<file path="src/rtl/alu_issue_ctrl_if.sv">
`default_nettype none
// ============================================================================
//  Module      : alu_issue_ctrl_if
//  Description : Request/response bundle between two requesters and the
//                ALU issue controller.
//                req_valid/req_ready  - per-requester request handshake
//                req_instr/ra/rb      - packed {req1, req0} payloads
//                resp_valid/ready     - per-requester response handshake
//                resp_result/branch/illegal - response payload
//  Revision    : 1.0 - initial release
// ============================================================================
interface alu_issue_ctrl_if;
    logic [1:0]   req_valid;
    logic [1:0]   req_ready;
    logic [63:0]  req_instr;
    logic [127:0] req_ra;
    logic [127:0] req_rb;
    logic [1:0]   resp_valid;
    logic [1:0]   resp_ready;
    logic [63:0]  resp_result;
    logic         resp_branch;
    logic         resp_illegal;

    // Requester side
    modport master (
        output req_valid, req_instr, req_ra, req_rb, resp_ready,
        input  req_ready, resp_valid, resp_result, resp_branch, resp_illegal
    );

    // Controller side
    modport slave (
        input  req_valid, req_instr, req_ra, req_rb, resp_ready,
        output req_ready, resp_valid, resp_result, resp_branch, resp_illegal
    );
endinterface
`default_nettype wire

</file>
<file path="src/rtl/alu_issue_ctrl.sv">
`default_nettype none
// ============================================================================
//  Module      : alu_issue_ctrl
//  Description : Two-requester round-robin front end for a combinational ALU.
//                Accepts one instruction at a time, decodes it into ALU
//                fields, holds the ALU inputs for ALU_LAT cycles, captures
//                the result and returns it to the originating requester.
//                Unsupported opcodes bypass the ALU and return illegal.
//  Ports       : clk, rst         - clock, synchronous active-high reset
//                bus (slave)      - request/response handshake bundle
//                alu_*            - decoded fields and operands to the ALU
//                alu_result/branch- combinational ALU outputs
//                busy             - high whenever not idle
//  Revision    : 1.0 - initial release
// ============================================================================
module alu_issue_ctrl #(
    parameter int ALU_LAT = 1
) (
    input  logic               clk,
    input  logic               rst,
    alu_issue_ctrl_if.slave    bus,
    output logic [5:0]         alu_opcode,
    output logic [9:0]         alu_xo,
    output logic [8:0]         alu_xoxo,
    output logic               alu_aa,
    output logic [15:0]        alu_si,
    output logic [13:0]        alu_ds,
    output logic [63:0]        alu_rs,
    output logic [63:0]        alu_rt,
    input  logic [63:0]        alu_result,
    input  logic               alu_branch,
    output logic               busy
);

    localparam logic [1:0] c_IDLE  = 2'd0;
    localparam logic [1:0] c_ISSUE = 2'd1;
    localparam logic [1:0] c_RESP  = 2'd2;

    localparam logic [3:0] c_LAT_M1 = 4'(ALU_LAT - 1);

    logic [1:0]  r_state;
    logic        r_last;      // requester granted most recently
    logic        r_owner;     // requester that owns the in-flight operation
    logic [31:0] r_instr;
    logic [63:0] r_ra;
    logic [63:0] r_rb;
    logic [3:0]  r_cnt;
    logic [63:0] r_result;
    logic        r_branch;
    logic        r_illegal;

    logic        w_gid;
    logic        w_accept;
    logic        w_take;
    logic [31:0] w_sel_instr;
    logic [63:0] w_sel_ra;
    logic [63:0] w_sel_rb;
    logic        w_sel_ok;

    function automatic logic op_supported(input logic [5:0] op);
        case (op)
            6'd14, 6'd15, 6'd18, 6'd19, 6'd24, 6'd26, 6'd28, 6'd31, 6'd32,
            6'd34, 6'd36, 6'd37, 6'd38, 6'd40, 6'd42, 6'd44, 6'd58, 6'd62:
                op_supported = 1'b1;
            default:
                op_supported = 1'b0;
        endcase
    endfunction

    // Round-robin: on contention the requester not granted last wins;
    // a lone valid requester always wins.
    always_comb begin
        if (&bus.req_valid) begin
            w_gid = ~r_last;
        end else begin
            w_gid = bus.req_valid[1];
        end
    end

    assign w_accept      = (r_state == c_IDLE) && !rst && (|bus.req_valid);
    assign bus.req_ready = w_accept ? (w_gid ? 2'b10 : 2'b01) : 2'b00;

    assign w_sel_instr = w_gid ? bus.req_instr[63:32] : bus.req_instr[31:0];
    assign w_sel_ra    = w_gid ? bus.req_ra[127:64]   : bus.req_ra[63:0];
    assign w_sel_rb    = w_gid ? bus.req_rb[127:64]   : bus.req_rb[63:0];
    assign w_sel_ok    = op_supported(w_sel_instr[31:26]);

    // Only the owner's resp_ready can retire the response.
    assign w_take = (r_state == c_RESP) && bus.resp_ready[r_owner];

    always_ff @(posedge clk) begin
        if (rst) begin
            r_state   <= c_IDLE;
            r_last    <= 1'b1;     // requester 0 wins the first contention
            r_owner   <= 1'b0;
            r_instr   <= 32'd0;
            r_ra      <= 64'd0;
            r_rb      <= 64'd0;
            r_cnt     <= 4'd0;
            r_result  <= 64'd0;
            r_branch  <= 1'b0;
            r_illegal <= 1'b0;
        end else begin
            case (r_state)
                c_IDLE: begin
                    if (w_accept) begin
                        r_instr <= w_sel_instr;
                        r_ra    <= w_sel_ra;
                        r_rb    <= w_sel_rb;
                        r_owner <= w_gid;
                        r_last  <= w_gid;
                        if (w_sel_ok) begin
                            r_state <= c_ISSUE;
                            r_cnt   <= c_LAT_M1;
                        end else begin
                            // Unsupported opcode skips the ALU entirely.
                            r_state   <= c_RESP;
                            r_result  <= 64'd0;
                            r_branch  <= 1'b0;
                            r_illegal <= 1'b1;
                        end
                    end
                end
                c_ISSUE: begin
                    if (r_cnt == 4'd0) begin
                        r_result  <= alu_result;
                        r_branch  <= alu_branch;
                        r_illegal <= 1'b0;
                        r_state   <= c_RESP;
                    end else begin
                        r_cnt <= r_cnt - 4'd1;
                    end
                end
                c_RESP: begin
                    if (w_take) begin
                        r_state   <= c_IDLE;
                        r_result  <= 64'd0;
                        r_branch  <= 1'b0;
                        r_illegal <= 1'b0;
                    end
                end
                default: begin
                    r_state <= c_IDLE;
                end
            endcase
        end
    end

    // ALU fields are presented only while issuing; zero otherwise.
    always_comb begin
        alu_opcode = 6'd0;
        alu_xo     = 10'd0;
        alu_xoxo   = 9'd0;
        alu_aa     = 1'b0;
        alu_si     = 16'd0;
        alu_ds     = 14'd0;
        alu_rs     = 64'd0;
        alu_rt     = 64'd0;
        if (r_state == c_ISSUE) begin
            alu_opcode = r_instr[31:26];
            alu_aa     = r_instr[1];
            alu_rs     = r_ra;
            alu_rt     = r_rb;
            if (r_instr[31:26] == 6'd31) begin
                // Two extended-opcode forms use the 9-bit field.
                if ((r_instr[9:1] == 9'd266) || (r_instr[9:1] == 9'd40)) begin
                    alu_xoxo = r_instr[9:1];
                end else begin
                    alu_xo = r_instr[10:1];
                end
            end
            if ((r_instr[31:26] == 6'd58) || (r_instr[31:26] == 6'd62)) begin
                alu_ds = r_instr[15:2];
            end else begin
                alu_si = r_instr[15:0];
            end
        end
    end

    logic w_unused_bits;
    assign w_unused_bits = ^r_instr[25:16];

    assign bus.resp_valid   = (r_state == c_RESP) ? (r_owner ? 2'b10 : 2'b01) : 2'b00;
    assign bus.resp_result  = r_result;
    assign bus.resp_branch  = r_branch;
    assign bus.resp_illegal = r_illegal;
    assign busy             = (r_state != c_IDLE);

endmodule
`default_nettype wire

</file>
<file path="src/flat_wrapper.sv">
// flat-port wrapper written by rule: the top's interface ports become plain ports
module alu_issue_ctrl_flat 
#(
    parameter int ALU_LAT = 1
)
  (clk, rst, alu_opcode, alu_xo, alu_xoxo, alu_aa, alu_si, alu_ds, alu_rs, alu_rt, alu_result, alu_branch, busy, bus_req_valid, bus_req_instr, bus_req_ra, bus_req_rb, bus_resp_ready, bus_req_ready, bus_resp_valid, bus_resp_result, bus_resp_branch, bus_resp_illegal);
  alu_issue_ctrl_if bus_i ();
  input  logic clk;
  input  logic rst;
  output logic [5:0] alu_opcode;
  output logic [9:0] alu_xo;
  output logic [8:0] alu_xoxo;
  output logic alu_aa;
  output logic [15:0] alu_si;
  output logic [13:0] alu_ds;
  output logic [63:0] alu_rs;
  output logic [63:0] alu_rt;
  input  logic [63:0] alu_result;
  input  logic alu_branch;
  output logic busy;
  input wire logic [$bits(bus_i.req_valid)-1:0] bus_req_valid;
  input wire logic [$bits(bus_i.req_instr)-1:0] bus_req_instr;
  input wire logic [$bits(bus_i.req_ra)-1:0] bus_req_ra;
  input wire logic [$bits(bus_i.req_rb)-1:0] bus_req_rb;
  input wire logic [$bits(bus_i.resp_ready)-1:0] bus_resp_ready;
  output wire logic [$bits(bus_i.req_ready)-1:0] bus_req_ready;
  output wire logic [$bits(bus_i.resp_valid)-1:0] bus_resp_valid;
  output wire logic [$bits(bus_i.resp_result)-1:0] bus_resp_result;
  output wire logic [$bits(bus_i.resp_branch)-1:0] bus_resp_branch;
  output wire logic [$bits(bus_i.resp_illegal)-1:0] bus_resp_illegal;
  assign bus_i.req_valid = bus_req_valid;
  assign bus_i.req_instr = bus_req_instr;
  assign bus_i.req_ra = bus_req_ra;
  assign bus_i.req_rb = bus_req_rb;
  assign bus_i.resp_ready = bus_resp_ready;
  assign bus_req_ready = bus_i.req_ready;
  assign bus_resp_valid = bus_i.resp_valid;
  assign bus_resp_result = bus_i.resp_result;
  assign bus_resp_branch = bus_i.resp_branch;
  assign bus_resp_illegal = bus_i.resp_illegal;
  alu_issue_ctrl #(.ALU_LAT(ALU_LAT)) u_core (.clk(clk), .rst(rst), .bus(bus_i), .alu_opcode(alu_opcode), .alu_xo(alu_xo), .alu_xoxo(alu_xoxo), .alu_aa(alu_aa), .alu_si(alu_si), .alu_ds(alu_ds), .alu_rs(alu_rs), .alu_rt(alu_rt), .alu_result(alu_result), .alu_branch(alu_branch), .busy(busy));
endmodule
</file>
<file path="config.mk">
export PLATFORM = sky130hd
export DESIGN_NAME = alu_issue_ctrl_flat
export DESIGN_NICKNAME = d
export VERILOG_FILES = /design/src/rtl/alu_issue_ctrl_if.sv /design/src/rtl/alu_issue_ctrl.sv /design/src/flat_wrapper.sv
export SDC_FILE = /design/constraint.sdc
export NUM_CORES = 1
export LEC_CHECK = 0
export CAP_MARGIN = 20
export CORE_AREA = 2 2 251 253
export DETAILED_ROUTE_END_ITERATION = 10
export DIE_AREA = 0 0 253 255
export DONT_BUFFER_PORTS = 1
export GPL_TIMING_DRIVEN = 0
export SETUP_SLACK_MARGIN = 0.4
export SYNTH_ARGS = -nofsm -noshare
export SYNTH_HDL_FRONTEND = slang
export SYNTH_SLANG_ARGS = --single-unit
</file>
<file path="constraint.sdc">
create_clock -name clk -period 7.6 [get_ports clk]
set_clock_uncertainty 0.2 [all_clocks]
set_input_delay 1.52 -clock clk [delete_from_list [all_inputs] [get_ports clk]]
set_output_delay 1.52 -clock clk [all_outputs]
set_load 0.02 [all_outputs]
</file>
==> results_dict.tcl, run 1 <==
set metrics [dict create \
    synth_commonest_cells "nand2_1 (319), dfxtp_1 (224), nor2_1 (193)" \
    cpMaxStageDelayCell "clkbuf_1" \
    ys_seq_area_share_pct 38.7 \
    grt-ovfl-total 0 \
    vias_per_cell 4.66 \
    dp.final_hpwl_um 42400 \
    grt_max_degree 14 \
    first_global_vias 10272 \
    path_cells "a21boi_1 -> buf_2 -> clkbuf_1 -> mux2i_1 -> ha_1 -> mux2i_1 -> a31oi_1 -> a22oi_1 -> a32o_1 -> buf_6 -> a211oi_4 -> clkbuf_1 -> nand2b_1 -> a21oi_2" \
    ys.flop_type "dfxtp_1" \
    power.leakage_nw 4.70 \
    dp_cells 2260 \
    grt_pass1_wl_um 70900 \
    path_buf_inv 4 \
    synth_cell_types 52 \
    hold_path.class "flip-flop to flip-flop" \
    clk_path_buf_depth 3 \
    maxSlewHeadroom_pct 26.0 \
    worst_slew_pin_slew_ns 1.11 \
    gp_congestion 0.931 \
    initial_utilization_pct 18.6 \
    numCtsBuffers 26 \
    path_delay_family "buffers and inverters" \
    synth_top_cell_by_area "dfxtp_1" \
    ios 646 \
    numPortBuffers 0 \
    post-route-util_pct 21.7 \
    numClockSinks 224 \
    htree_num_levels 1 \
    dr.pass1.iters 5 \
    synth.most_common_cell "nand2_1" \
    cts_hold_buffers 0 \
    synth_area_leaders "dfxtp_1 (39%), a311oi_1 (11%), nand2_1 (10%), and2_1 (7.3%), nor2_1 (6.2%)" \
    tns_ns 0 \
    drtIter0Drc 532 \
    wl_per_cell_um 22.8 \
    start_kind "primary input" \
    required_ns 7.81 \
    ys_ff_latch 224 \
    arrival_ns 5.81 \
    vias 10783 \
    drt_wl_total_um 52700 \
    vdd_drop_max_mv 0.216 \
    fin_cells 2312 \
    drv_slew 0 \
    core-area_sq_um 62200 \
    drv_cap 0 \
    cpPeakStageDelay_ns 0.87 \
    finalSetupViolCount 0 \
    synth_top_area_share_pct 38.7 \
    synth_async_sr_flop_share_pct 0 \
    synth_area_per_cell_sq_um 7.97 \
    rsz0062_at_grt "no" \
    path_max_fanout 10 \
    fin_crit_sh_pct 73.7 \
    antenna_found_initial 6 \
    synth.cell_area_sq_um 11600 \
    fp.dieW_um 253 \
    fmax_mhz 178 \
    fill_cells 6911 \
    post_cts_buffers 0 \
    cts.clk_slew.worst_paths_ns 0.06 \
    fin_nets 1887 \
    die_area_sq_um 64500 \
    postSynthCellCount 1454 \
    status "completed" \
    cts_resized 0 \
    drive_gt1_share_pct 12.6 \
    cts_tree "built" \
    synth-edff-count 0 \
    fin_crit_ns 5.60 \
    track_usage_pct 15.0 \
    finalHoldViolCount 0 \
    clk_latency_ns 0.56 \
    antenna_left 0 \
    cts_root_buf "clkbuf_16" \
    syn_to_final_growth_pct 16.2 \
    dieHeight_um 255 \
    ys.warnings.count 0 \
    crit_type "primary input to flip-flop" \
    drc 0 \
    std_cell_rows 92 \
    crit_path_end_kind "flip-flop" \
    p_per_area_nw_per_um2 377 \
]
metal layers:
layer / up-vias / part of all wire, % / GRT usage (%)
met4: 0 / 4.8 / 7.54
li1: 5029 / - / -
met2: 565 / 48 / 26.5
met5: - / 0 / 0
met1: 5087 / 38 / 16.2
met3: 102 / 9.5 / 4.74
path summary, 6_finish.rpt:
check	slack [ns]	from	endpoint	cells after the start
worst max-delay path	2.00	bus_req_valid[1]	u_core.bus.resp_result[31]	14
worst min-delay path	0.29	u_core.r_ra[57]	u_core.r_ra[57]	2
worst max register to register	2.64	u_core.r_last	u_core.bus.resp_result[31]	14
worst min register to register	0.29	u_core.r_ra[57]	u_core.r_ra[57]	2
stage by stage:
step	cell area [sq um]	setup WS (ns)	hold slack, ns	power [mW]
2_1_floorplan	11600	3.20	0.261	3.18
3_5_place_dp	12700	1.34	0.286	3.92
6_report	13500	2.00	0.291	5.08
4_1_cts	13500	1.90	0.294	5.16
3_3_place_gp	12600	1.33	0.279	3.89
5_1_grt	13500	1.71	0.312	5.40
layout make-up:
cell class / instances / area (sq um) / share of cell area, %
Multi-Input combinational cell: 1084 / 6390 / 47.4
Timing Repair Buffer: 3 / 45.0 / 0.334
Tap cell: 799 / 1000 / 7.42
Clock buffer: 36 / 718 / 5.33
Clock inverter: 8 / 81.3 / 0.604
Antenna cell: 8 / 20.0 / 0.149
Inverter: 9 / 33.8 / 0.251
Buffer: 141 / 702 / 5.21
Sequential cell: 224 / 4480 / 33.3
power breakdown:
group	leakage (nW)	internal (mW)	total, mW	switching (mW)
clock	0.387	0.690	1.22	0.532
sequential	1.85	1.49	1.70	0.214
combinational	2.46	0.700	2.16	1.46
total	4.70	2.88	5.08	2.21
logic make-up after synthesis:
logic type      count (synthesis)  synth area share (%)
other cells                     1                0.0323
flops                         224                  38.7
simple gates                  818                  35.3
mux                             7                 0.615
fa+ha+maj                       7                 0.755
xor+xnor                        2                 0.151
buf+inv                       150                  6.35
compound gates                245                  18.1
sequential cells by signal, indices dropped and copies added, names as in the netlist:
register,count
u_core.bus.resp_illegal,1
u_core.r_rb,64
u_core.r_owner,1
u_core.r_state,2
u_core.r_cnt,4
u_core.r_ra,64
u_core.bus.resp_branch,1
u_core.r_instr,22
u_core.r_last,1
u_core.bus.resp_result,64
worst register-to-register path, stage by stage (launching register included):
cell and delay, ns:
dfxtp_1 0.32, a21boi_1 0.12, buf_2 0.44, clkbuf_1 0.89, mux2i_1 0.40, ha_1 0.40
mux2i_1 0.07, a31oi_1 0.19, a22oi_1 0.12, a32o_1 0.28, buf_6 0.16, a211oi_4 0.49
clkbuf_1 0.49, nand2b_1 0.20, a21oi_2 0.05
placed cells by master, fill, tap and decap left out, types with 4 or more instances in the layout:
cell type,instances
a21oi_2,59
and2_1,135
diode_2,8
clkbuf_16,26
nand3_1,9
nand4b_1,4
nor2_1,193
buf_1,11
clkbuf_1,111
ha_1,7
and3_1,12
nand2b_1,69
clkinv_2,4
a211oi_1,6
nand2_1,319
buf_2,11
buf_8,4
a311oi_1,148
nand3_2,59
dfxtp_1,224
a21oi_1,10
buf_12,7
conb_1,5
mux2i_1,6
inv_1,9
buf_4,5
(Power assumes the default switching activity.)
==> inputs of run 2 (changes only) <==
- ABC_AREA: not set -> 1
- CORE_AREA: 2 2 251 253 -> 2 2 248 250
- DIE_AREA: 0 0 253 255 -> 0 0 250 252
- clock period: 7.6 -> 5.9 ns (I/O delays scaled with it)
==> run 2 against run 1 <==
Combinational power shrank 19%. Largest power group is now sequential cells. Critical path type is now flip-flop to output port. Critical path depth shrank 7. Highest routed layer unchanged. Register-to-register slack got worse by 0.30 ns. Non-clock buffer count fell by 8.
==> results_dict.tcl, run 2 <==
set metrics [dict create \
    ys.warnings.count 0 \
    route.met2.wl_um 24300 \
    drv_slew 0 \
    grt_max_degree 13 \
    synth.most_common_cell "nand2_1" \
    finalHoldViolCount 0 \
    worst_slew_pin_slew_ns 1.07 \
    pre_cts_slack_ns 0.995 \
    numClockSinks 224 \
    fin_cells 2585 \
    arrival_ns 3.71 \
    p_per_area_nw_per_um2 408 \
    die_area_sq_um 63000 \
    dieHeight_um 252 \
    synth-edff-count 0 \
    synth_area_per_cell_sq_um 6.51 \
    synth_top_cell_by_area "dfxtp_1" \
    antenna_found_initial 3 \
    path_delay_family "buffers and inverters" \
    crit_type "flip-flop to output port" \
    initial_utilization_pct 18.9 \
    track_usage_pct 15.2 \
    drive_gt1_share_pct 8.88 \
    path_buf_inv 4 \
    status "completed" \
    finalSetupViolCount 0 \
    hold_path.class "flip-flop to flip-flop" \
    drtIter0Drc 898 \
    required_ns 4.52 \
    path_max_fanout 10 \
    ys.flop_type "dfxtp_1" \
    synth_top_area_share_pct 39.4 \
    synth_area_leaders "dfxtp_1 (39%), nand2_1 (23%), inv_1 (7.9%), a31oi_1 (7.5%), nand4_1 (3.8%)" \
    ys_ff_latch 224 \
    std_cell_rows 90 \
    top_layer_used "met4" \
    tns_ns 0 \
    gp_congestion 0.954 \
    dr.pass1.iters 5 \
    cpMaxStageDelayCell "nor3b_1" \
    clk_latency_ns 0.55 \
    crit_path_end_kind "output port" \
    wl_per_cell_um 19.9 \
    ys_seq_area_share_pct 39.4 \
    synth_commonest_cells "nand2_1 (702), inv_1 (238), dfxtp_1 (224)" \
    synth_async_sr_flop_share_pct 0 \
    rsz0062_at_grt "no" \
    postSynthCellCount 1745 \
    post_cts_buffers 0 \
    grt-ovfl-total 0 \
    drc 0 \
    drt_wl_total_um 51500 \
    fmax_mhz 196 \
    synth.cell_area_sq_um 11400 \
    final_common_cell "nand2_1" \
    power.leakage_nw 5.89 \
    setup_ws_ns 0.809 \
    drv_cap 0 \
    power.total_mw 5.43 \
    post-route-util_pct 22.1 \
    numCtsBuffers 27 \
    cts.clk_slew.worst_paths_ns 0.06 \
    fin_crit_ns 5.09 \
    start_kind "flip-flop" \
    fp.dieW_um 250 \
    syn_to_final_growth_pct 17.2 \
    fin_nets 2179 \
    core-area_sq_um 60100 \
    most-common-layout-cells "nand2_1 (702), inv_1 (238), dfxtp_1 (224), a31oi_1 (136), clkbuf_1 (80)" \
    fin_crit_sh_pct 86.3 \
    htree_num_levels 1 \
    antenna_left 0 \
    cts_root_buf "clkbuf_16" \
    first_global_vias 10863 \
    path_cells "inv_1 -> ha_1 -> clkbuf_1 -> clkbuf_2 -> buf_1 -> nand2_1 -> nor3b_1" \
    ios 646 \
    synth_cell_types 35 \
    cts_tree "built" \
    dp.final_hpwl_um 40900 \
    maxSlewHeadroom_pct 27.8 \
    cpPeakStageDelay_ns 0.65 \
    clk_path_buf_depth 3 \
    dp_cells 2533 \
    vias 11752 \
    met3_wirelength_um 4670 \
    numPortBuffers 0 \
    vdd_drop_max_mv 0.177 \
    grt_pass1_wl_um 71500 \
    wirelength_met1_um 21000 \
    rrSetupSlack_ns 2.34 \
    vias_per_cell 4.55 \
]
-- run 2: cell count changes after synthesis, moves of 133 or more --
cell / before / now
inv_1: 9 / 238
a311oi_1: 148 / 0
nand2_1: 319 / 702
and2_1: 135 / 0
nor2_1: 193 / 60
a31oi_1: 3 / 136
-- run 2: tightest hold or removal path, stage by stage, from the launching register on --
cell and delay [ns]:
dfxtp_1 0.31, nand2_1 0.06, a21oi_1 0.05
-- run 2: metrics by stage --
step / instance area, sq um / hold slack, ns
2_1_floorplan: 11400 / 0.241
3_3_place_gp: 12400 / 0.252
3_5_place_dp: 12400 / 0.263
4_1_cts: 13300 / 0.271
5_1_grt: 13300 / 0.292
6_report: 13300 / 0.268
-- run 2: cell families (layout without fill, tap and decap cells) --
group,Yosys count,in the layout,synth area share (%)
simple gates,898,898,32.6
xor+xnor,2,2,0.154
compound gates,241,241,13.5
other cells,1,7,0.0330
flops,224,224,39.4
buf+inv,372,424,13.5
fa+ha+maj,7,7,0.770
-- run 2: area by class of cell --
class	count	area, sq um
tap	782	978
buffer	133	634
antenna	2	5.00
inverter	239	897
timing repair buffer	3	45.0
clock buffer	36	779
multi-input combinational	1153	5370
sequential	224	4480
clock inverter	13	124
fill	6884	46800
-- run 2: power by group --
group,switching (mW),internal (mW)
Clock,0.695,1.01
Sequential,0.221,1.75
Combinational,1.29,0.464
Total,2.21,3.22
-- run 2: final timing paths --
check | from | endpoint | cells after the start
max | u_core.r_state[1] | alu_xoxo[3] | 7
max reg2reg | u_core.r_state[1] | u_core.r_rb[1] | 10
min reg2reg | u_core.r_cnt[1] | u_core.r_cnt[1] | 2
min | u_core.r_cnt[1] | u_core.r_cnt[1] | 2
-- run 2: per-layer routing --
layer	up-vias	GRT usage [%]
met5	-	0
met4	0	5.34
met3	81	4.00
met2	620	25.7
met1	5477	18.5
li1	5574	-
-- run 2: timing repair --
item / CTS / global route
resized for setup: 1 / 0
hold buffers: 0 / 0
endpoints found under the setup margin: 1 / 0
